===== config.mk =====
export PLATFORM = sky130hd
export DESIGN_NAME = mem_req_if
export DESIGN_NICKNAME = d
export VERILOG_FILES = /design/src/rtl/mem_req_if.sv
export SDC_FILE = /design/constraint.sdc
export NUM_CORES = 1
export LEC_CHECK = 0
export CAP_MARGIN = 20
export CORE_AREA = 2 2 133 135
export CTS_CLUSTER_SIZE = 25
export DETAILED_ROUTE_END_ITERATION = 12
export DIE_AREA = 0 0 135 137
export GPL_TIMING_DRIVEN = 0
export PLACE_DENSITY = 0.51
export SYNTH_ARGS = -nofsm -noshare
export SYNTH_HDL_FRONTEND = slang
export SYNTH_SLANG_ARGS = --single-unit

===== constraint.sdc =====
create_clock -name clk -period 2.4 [get_ports clk]
set_input_delay 0.36 -clock clk [delete_from_list [all_inputs] [get_ports clk]]
set_output_delay 0.36 -clock clk [all_outputs]
set_load 0.1 [all_outputs]

===== src/rtl/mem_req_if.sv =====
// Pipeline-side load/store adapter in front of mem_system: holds the request,
// returns a one-cycle response, checks alignment, runs a watchdog, keeps stats.
module mem_req_if #(
    parameter int unsigned TIMEOUT = 64,
    parameter int unsigned CNT_W   = 8
) (
    input  logic        clk,
    input  logic        rst,
    input  logic        req_valid,
    input  logic        req_wr,
    input  logic [15:0] req_addr,
    input  logic [15:0] req_wdata,
    output logic        req_ready,
    output logic        pipe_stall,
    output logic        resp_valid,
    output logic [15:0] resp_rdata,
    output logic        resp_err,
    output logic [15:0] mem_addr,
    output logic [15:0] mem_datain,
    output logic        mem_rd,
    output logic        mem_wr,
    input  logic [15:0] mem_dataout,
    input  logic        mem_done,
    input  logic        mem_stall,
    input  logic        mem_cachehit,
    input  logic        mem_err,
    input  logic        stat_clr,
    output logic [15:0] stat_hits,
    output logic [15:0] stat_accesses
);

    typedef enum logic [1:0] {
        IDLE = 2'd0,
        BUSY = 2'd1,
        ERR  = 2'd2
    } state_t;

    localparam logic [CNT_W-1:0] WD_LAST = CNT_W'(TIMEOUT - 1);
    localparam logic [15:0]      SAT     = 16'hFFFF;

    state_t           state_q, state_d;
    logic [15:0]      addr_q, addr_d;
    logic [15:0]      wdata_q, wdata_d;
    logic             wr_q, wr_d;
    logic [CNT_W-1:0] wdog_q, wdog_d;
    logic             rv_q, rv_d;
    logic [15:0]      rdata_q, rdata_d;
    logic             err_q, err_d;
    logic [15:0]      hits_q, hits_d;
    logic [15:0]      acc_q, acc_d;
    logic             inc_acc, inc_hit;
    logic             unused_stall;

    // Stall from mem_system is observed only; Done is the sole completion event.
    assign unused_stall = mem_stall;

    always_comb begin
        state_d = state_q;
        addr_d  = addr_q;
        wdata_d = wdata_q;
        wr_d    = wr_q;
        wdog_d  = wdog_q;
        rv_d    = 1'b0;
        rdata_d = rdata_q;
        err_d   = err_q;
        inc_acc = 1'b0;
        inc_hit = 1'b0;
        case (state_q)
            IDLE: begin
                if (req_valid) begin
                    if (req_addr[0]) begin
                        state_d = ERR;
                        rv_d    = 1'b1;
                        err_d   = 1'b1;
                        rdata_d = '0;
                    end else begin
                        state_d = BUSY;
                        addr_d  = req_addr;
                        wdata_d = req_wdata;
                        wr_d    = req_wr;
                        wdog_d  = '0;
                    end
                end
            end
            BUSY: begin
                if (mem_done) begin
                    state_d = IDLE;
                    rv_d    = 1'b1;
                    err_d   = mem_err;
                    rdata_d = (wr_q || mem_err) ? 16'h0 : mem_dataout;
                    inc_acc = 1'b1;
                    inc_hit = mem_cachehit;
                end else if (mem_err || wdog_q == WD_LAST) begin
                    state_d = IDLE;
                    rv_d    = 1'b1;
                    err_d   = 1'b1;
                    rdata_d = '0;
                end else begin
                    wdog_d = wdog_q + 1'b1;
                end
            end
            ERR:     state_d = IDLE;
            default: state_d = IDLE;
        endcase
    end

    always_comb begin
        acc_d  = acc_q;
        hits_d = hits_q;
        if (stat_clr) begin
            acc_d  = '0;
            hits_d = '0;
        end else begin
            if (inc_acc && acc_q != SAT)  acc_d  = acc_q + 16'd1;
            if (inc_hit && hits_q != SAT) hits_d = hits_q + 16'd1;
        end
    end

    always_ff @(posedge clk or negedge rst) begin
        if (!rst) begin
            state_q <= IDLE;
            addr_q  <= '0;
            wdata_q <= '0;
            wr_q    <= 1'b0;
            wdog_q  <= '0;
            rv_q    <= 1'b0;
            rdata_q <= '0;
            err_q   <= 1'b0;
            hits_q  <= '0;
            acc_q   <= '0;
        end else begin
            state_q <= state_d;
            addr_q  <= addr_d;
            wdata_q <= wdata_d;
            wr_q    <= wr_d;
            wdog_q  <= wdog_d;
            rv_q    <= rv_d;
            rdata_q <= rdata_d;
            err_q   <= err_d;
            hits_q  <= hits_d;
            acc_q   <= acc_d;
        end
    end

    // Strobes decode straight from state so reset drops them without a clock.
    assign req_ready     = (state_q == IDLE);
    assign pipe_stall    = (state_q != IDLE);
    assign mem_rd        = (state_q == BUSY) && !wr_q;
    assign mem_wr        = (state_q == BUSY) && wr_q;
    assign mem_addr      = addr_q;
    assign mem_datain    = wdata_q;
    assign resp_valid    = rv_q;
    assign resp_rdata    = rdata_q;
    assign resp_err      = err_q;
    assign stat_hits     = hits_q;
    assign stat_accesses = acc_q;

endmodule

==> summary.md <==
| Metric | Value |
|---|---|
| Area of placed instances | `5900 um^2` |
| Slowest cell on crit path | `clkdlybuf4s50_1` |
| Final worst-path cycle share | `between 90% and 100%` |
| Place WS | `-257 ps` |
| DRT antenna net count | `0` |
| Vias in the first global route | `between 3,000 and 4,000` |
| Initial Util | `around a quarter` |
| Antenna violations before repair | `0` |
| GRT Overall Usage | `13.4%` |
| Reg2Reg Setup Slack | `approximately 190 ps` |
| Synth Area per Inst | `9.65 um^2` |
| Hold slack | `476 ps` |
| FF+latch count, synth | `a little over 90` |
| Clk buf depth | `2` |
| Top FF cell, synth | `dfrtp_1` |
| CTS Buf Count | `9` |
| Critical path type | `reg -> out` |
| Routed len/inst | `between 10 and 15 um` |
| Worst setup path start | `stat_accesses[12]` |
| Cells after Synth | `approximately 430` |
| Commonest non-fill, non-tap cell in the layout | `clkdlybuf4s50_1` |
| R2R Path Start | `stat_hits[0]` |
| Maximum clock frequency | `between 400 and 500 MHz` |
| Min-Delay Path Depth | `2` |
| Sink Count | `slightly above 90` |
| Crit path depth | `1` |
| Total gr overflow | `0` |
| Area delta synth->final | `49.0%` |
| Slew at the pin with the worst max-slew slack | `around 1000 ps` |
| Critical Path Sink Type | `output port` |
| Worst R2R End | `stat_hits[7]` |
| Reg clk slew, reported paths | `approximately 70 ps` |
| Vias per cell | `about 4.8` |
| Core box area | `around 17,000 um^2` |
| Crit-path max cell delay | `1180 ps` |
| Setup bufs post-CTS | `0` |
| Buf/Inv on CP | `1` |
| CP delay by family, top | `buffers and inverters` |
| MaxCap Viol Count | `0` |
| CTS tree | `built` |
| Die width | `135 um` |
| Area of the multi-input gates | `1810 um^2` |
| Fin. max-slew vios | `0` |
| Fin worst setup slack | `78.5 ps` |
| HPWL Detailed | `8.74 mm` |
| Drt first pass iters | `4` |
| Hold Path Sink | `mem_addr[13]` |
| Post-route setup TNS | `0 ps` |
| Fillers | `about 1,700` |
| Worst hold start | `mem_addr[13]` |
| Design Area, Final | `6230 um^2` |
| Placer Congestion | `~0.77` |
| DRC errors left | `0` |
| Syn_nets | `slightly below 500` |
| Die area | `approximately 18,000 um^2` |
| Crit path required time | `2040 ps` |
| CP cell instances | `clkdlybuf4s50_1` |
| Nets | `around 650` |
| Critical path launch point type | `flop` |
| Synth unique cells | `52` |
| Buffers on Ports | `between 100 and 150` |
| Initial DRC count | `about 220` |
| Worst R2R Path Depth | `6` |
| DIE HEIGHT | `137 um` |
| Cell Area, Synth | `roughly 4200 um^2` |
| Unrepaired setup endpoints after global routing | `false` |
| CTS root buffer | `clkbuf_16` |
| Arrival time at the worst endpoint | `~2000 ps` |
| LEAKAGE | `between 2 and 3 nW` |
| Worst Path Max Fanout | `7` |
| Depth of the CTS H-tree | `3` |
| Pwr per Cell Area | `between 700 and 800 nW/um^2` |
| Overall power | `4.84 mW` |
| Routed via count | `roughly 4,000` |
| VDD IR max | `0.419 mV` |
| Largest net degree at the start of global routing | `between 60 and 70` |
| Register Area | `between 2000 and 2500 um^2` |
| First-pass GRT wire length | `approximately 20 mm` |
| Run status | `complete, no violations` |
| Post-synth EDFFs | `0` |
| Async SR Flop Fraction | `100%` |
| Routed wire length | `~12 mm` |
| Worst-Skew Late Latency | `340 ps` |
| Final Hold Fails | `0` |
| Relative slew slack | `30.9%` |
| Boundary Pins | `between 100 and 150` |
| N_diodes | `0` |
| Layout cell share with drive strength beyond 1 | `under 10%` |
| Skew final | `7.27 ps` |
| Final setup fails | `0` |
| Tmin final | `2320 ps` |
| Hold crit path type | `reg -> reg` |
| Leading cell types in the layout, fill and taps excluded | `clkdlybuf4s50_1 (131), nand2_1 (113), dfrtp_1 (81)` |
| Ys Warns | `0` |
| FP Rows | `48` |
| Sequential area share after synthesis | `a little under three fifths` |
## metrics by stage
step,util [%],instances
5_1_grt,36.5,816
3_5_place_dp,34.6,799
4_1_cts,36.3,816
2_1_floorplan,-,433
3_3_place_gp,34.4,797
6_report,36.5,816
## flip-flops by register name (all words and copies together) (netlist names)
name	flops
mem_datain	16
resp_rdata	16
stat_accesses	16
stat_hits	16
mem_addr	15
wdog_q	8
state_q	2
resp_err	1
resp_valid	1
wr_q	1
## timing repair
item	in CTS	in global routing
endpoints found under the hold margin	30	0
hold buffers	1	0
gates resized for setup	9	12
endpoints found under the setup margin	4	21
## synth_stat cells (2+ instances only)
| cell | number | area share [%] |
|---|---|---|
| nand3b_1 | 2 | 0.36 |
| and3_1 | 3 | 0.45 |
| nand4_1 | 12 | 1.8 |
| nor4b_1 | 2 | 0.42 |
| dfrtp_1 | 92 | 55 |
| nor3b_1 | 2 | 0.36 |
| o41ai_1 | 3 | 0.63 |
| buf_2 | 2 | 0.24 |
| inv_1 | 7 | 0.63 |
| a31oi_1 | 3 | 0.45 |
| and4_1 | 4 | 0.84 |
| a41oi_1 | 2 | 0.42 |
| o31ai_1 | 10 | 1.8 |
| or4_1 | 10 | 1.8 |
| and2_1 | 2 | 0.30 |
| o21ai_0 | 19 | 2.3 |
| a22o_1 | 16 | 3.4 |
| nor2_1 | 11 | 0.99 |
| nand2_1 | 113 | 10 |
| nor3_1 | 3 | 0.36 |
| or3_1 | 15 | 2.2 |
| nor4_1 | 4 | 0.60 |
| ha_1 | 3 | 0.90 |
| nor2b_1 | 4 | 0.60 |
| a21oi_1 | 30 | 3.6 |
| clkbuf_1 | 16 | 1.4 |
| mux2_1 | 2 | 0.54 |
| nand3_1 | 17 | 2.0 |
## cells by family after synthesis
family | share of synthesized area (%)
fa+ha+maj | 0.898
simple gates | 25.3
buf+inv | 2.48
other cells | 0.0897
compound gates | 15.1
flops | 55.1
mux | 1.05
## worst max path at each step
stage | end | slack [ps]
floorplan | pipe_stall | 20
global placement | stat_hits[8] | -3070
detailed placement | stat_hits[15] | -260
CTS | mem_rd | 8
global route | stat_accesses[12] | 20
finish | stat_accesses[12] | 80
## report_power, final
| part | total (mW) | internal, mW | leakage, nW | switching, mW |
|---|---|---|---|---|
| logic | 1.67 | 0.384 | 1.30 | 1.28 |
| registers | 1.78 | 1.69 | 1.21 | 0.0906 |
| clock network | 1.39 | 0.786 | 0.138 | 0.599 |
## per-layer routing
layer | global-route usage, % | share of wire, % | routed length [um] | up-vias
met3 | 3.96 | 6.5 | 790 | 17
li1 | - | - | - | 1869
met2 | 21.2 | 47 | 5680 | 107
met1 | 16.9 | 44 | 5360 | 1910
met4 | 6.02 | 2.3 | 276 | 0
met5 | 0 | 0 | 0 | -
## final cells by class
class	count	share of cell area, %
flip-flops and latches	92	37.2
multi-input cells	315	29.0
repair buffers	142	22.9
well taps	225	4.52
clock buffers	13	4.34
plain buffers	19	1.27
inverters	7	0.422
clock inverters	3	0.321
(Power assumes the default switching activity.)
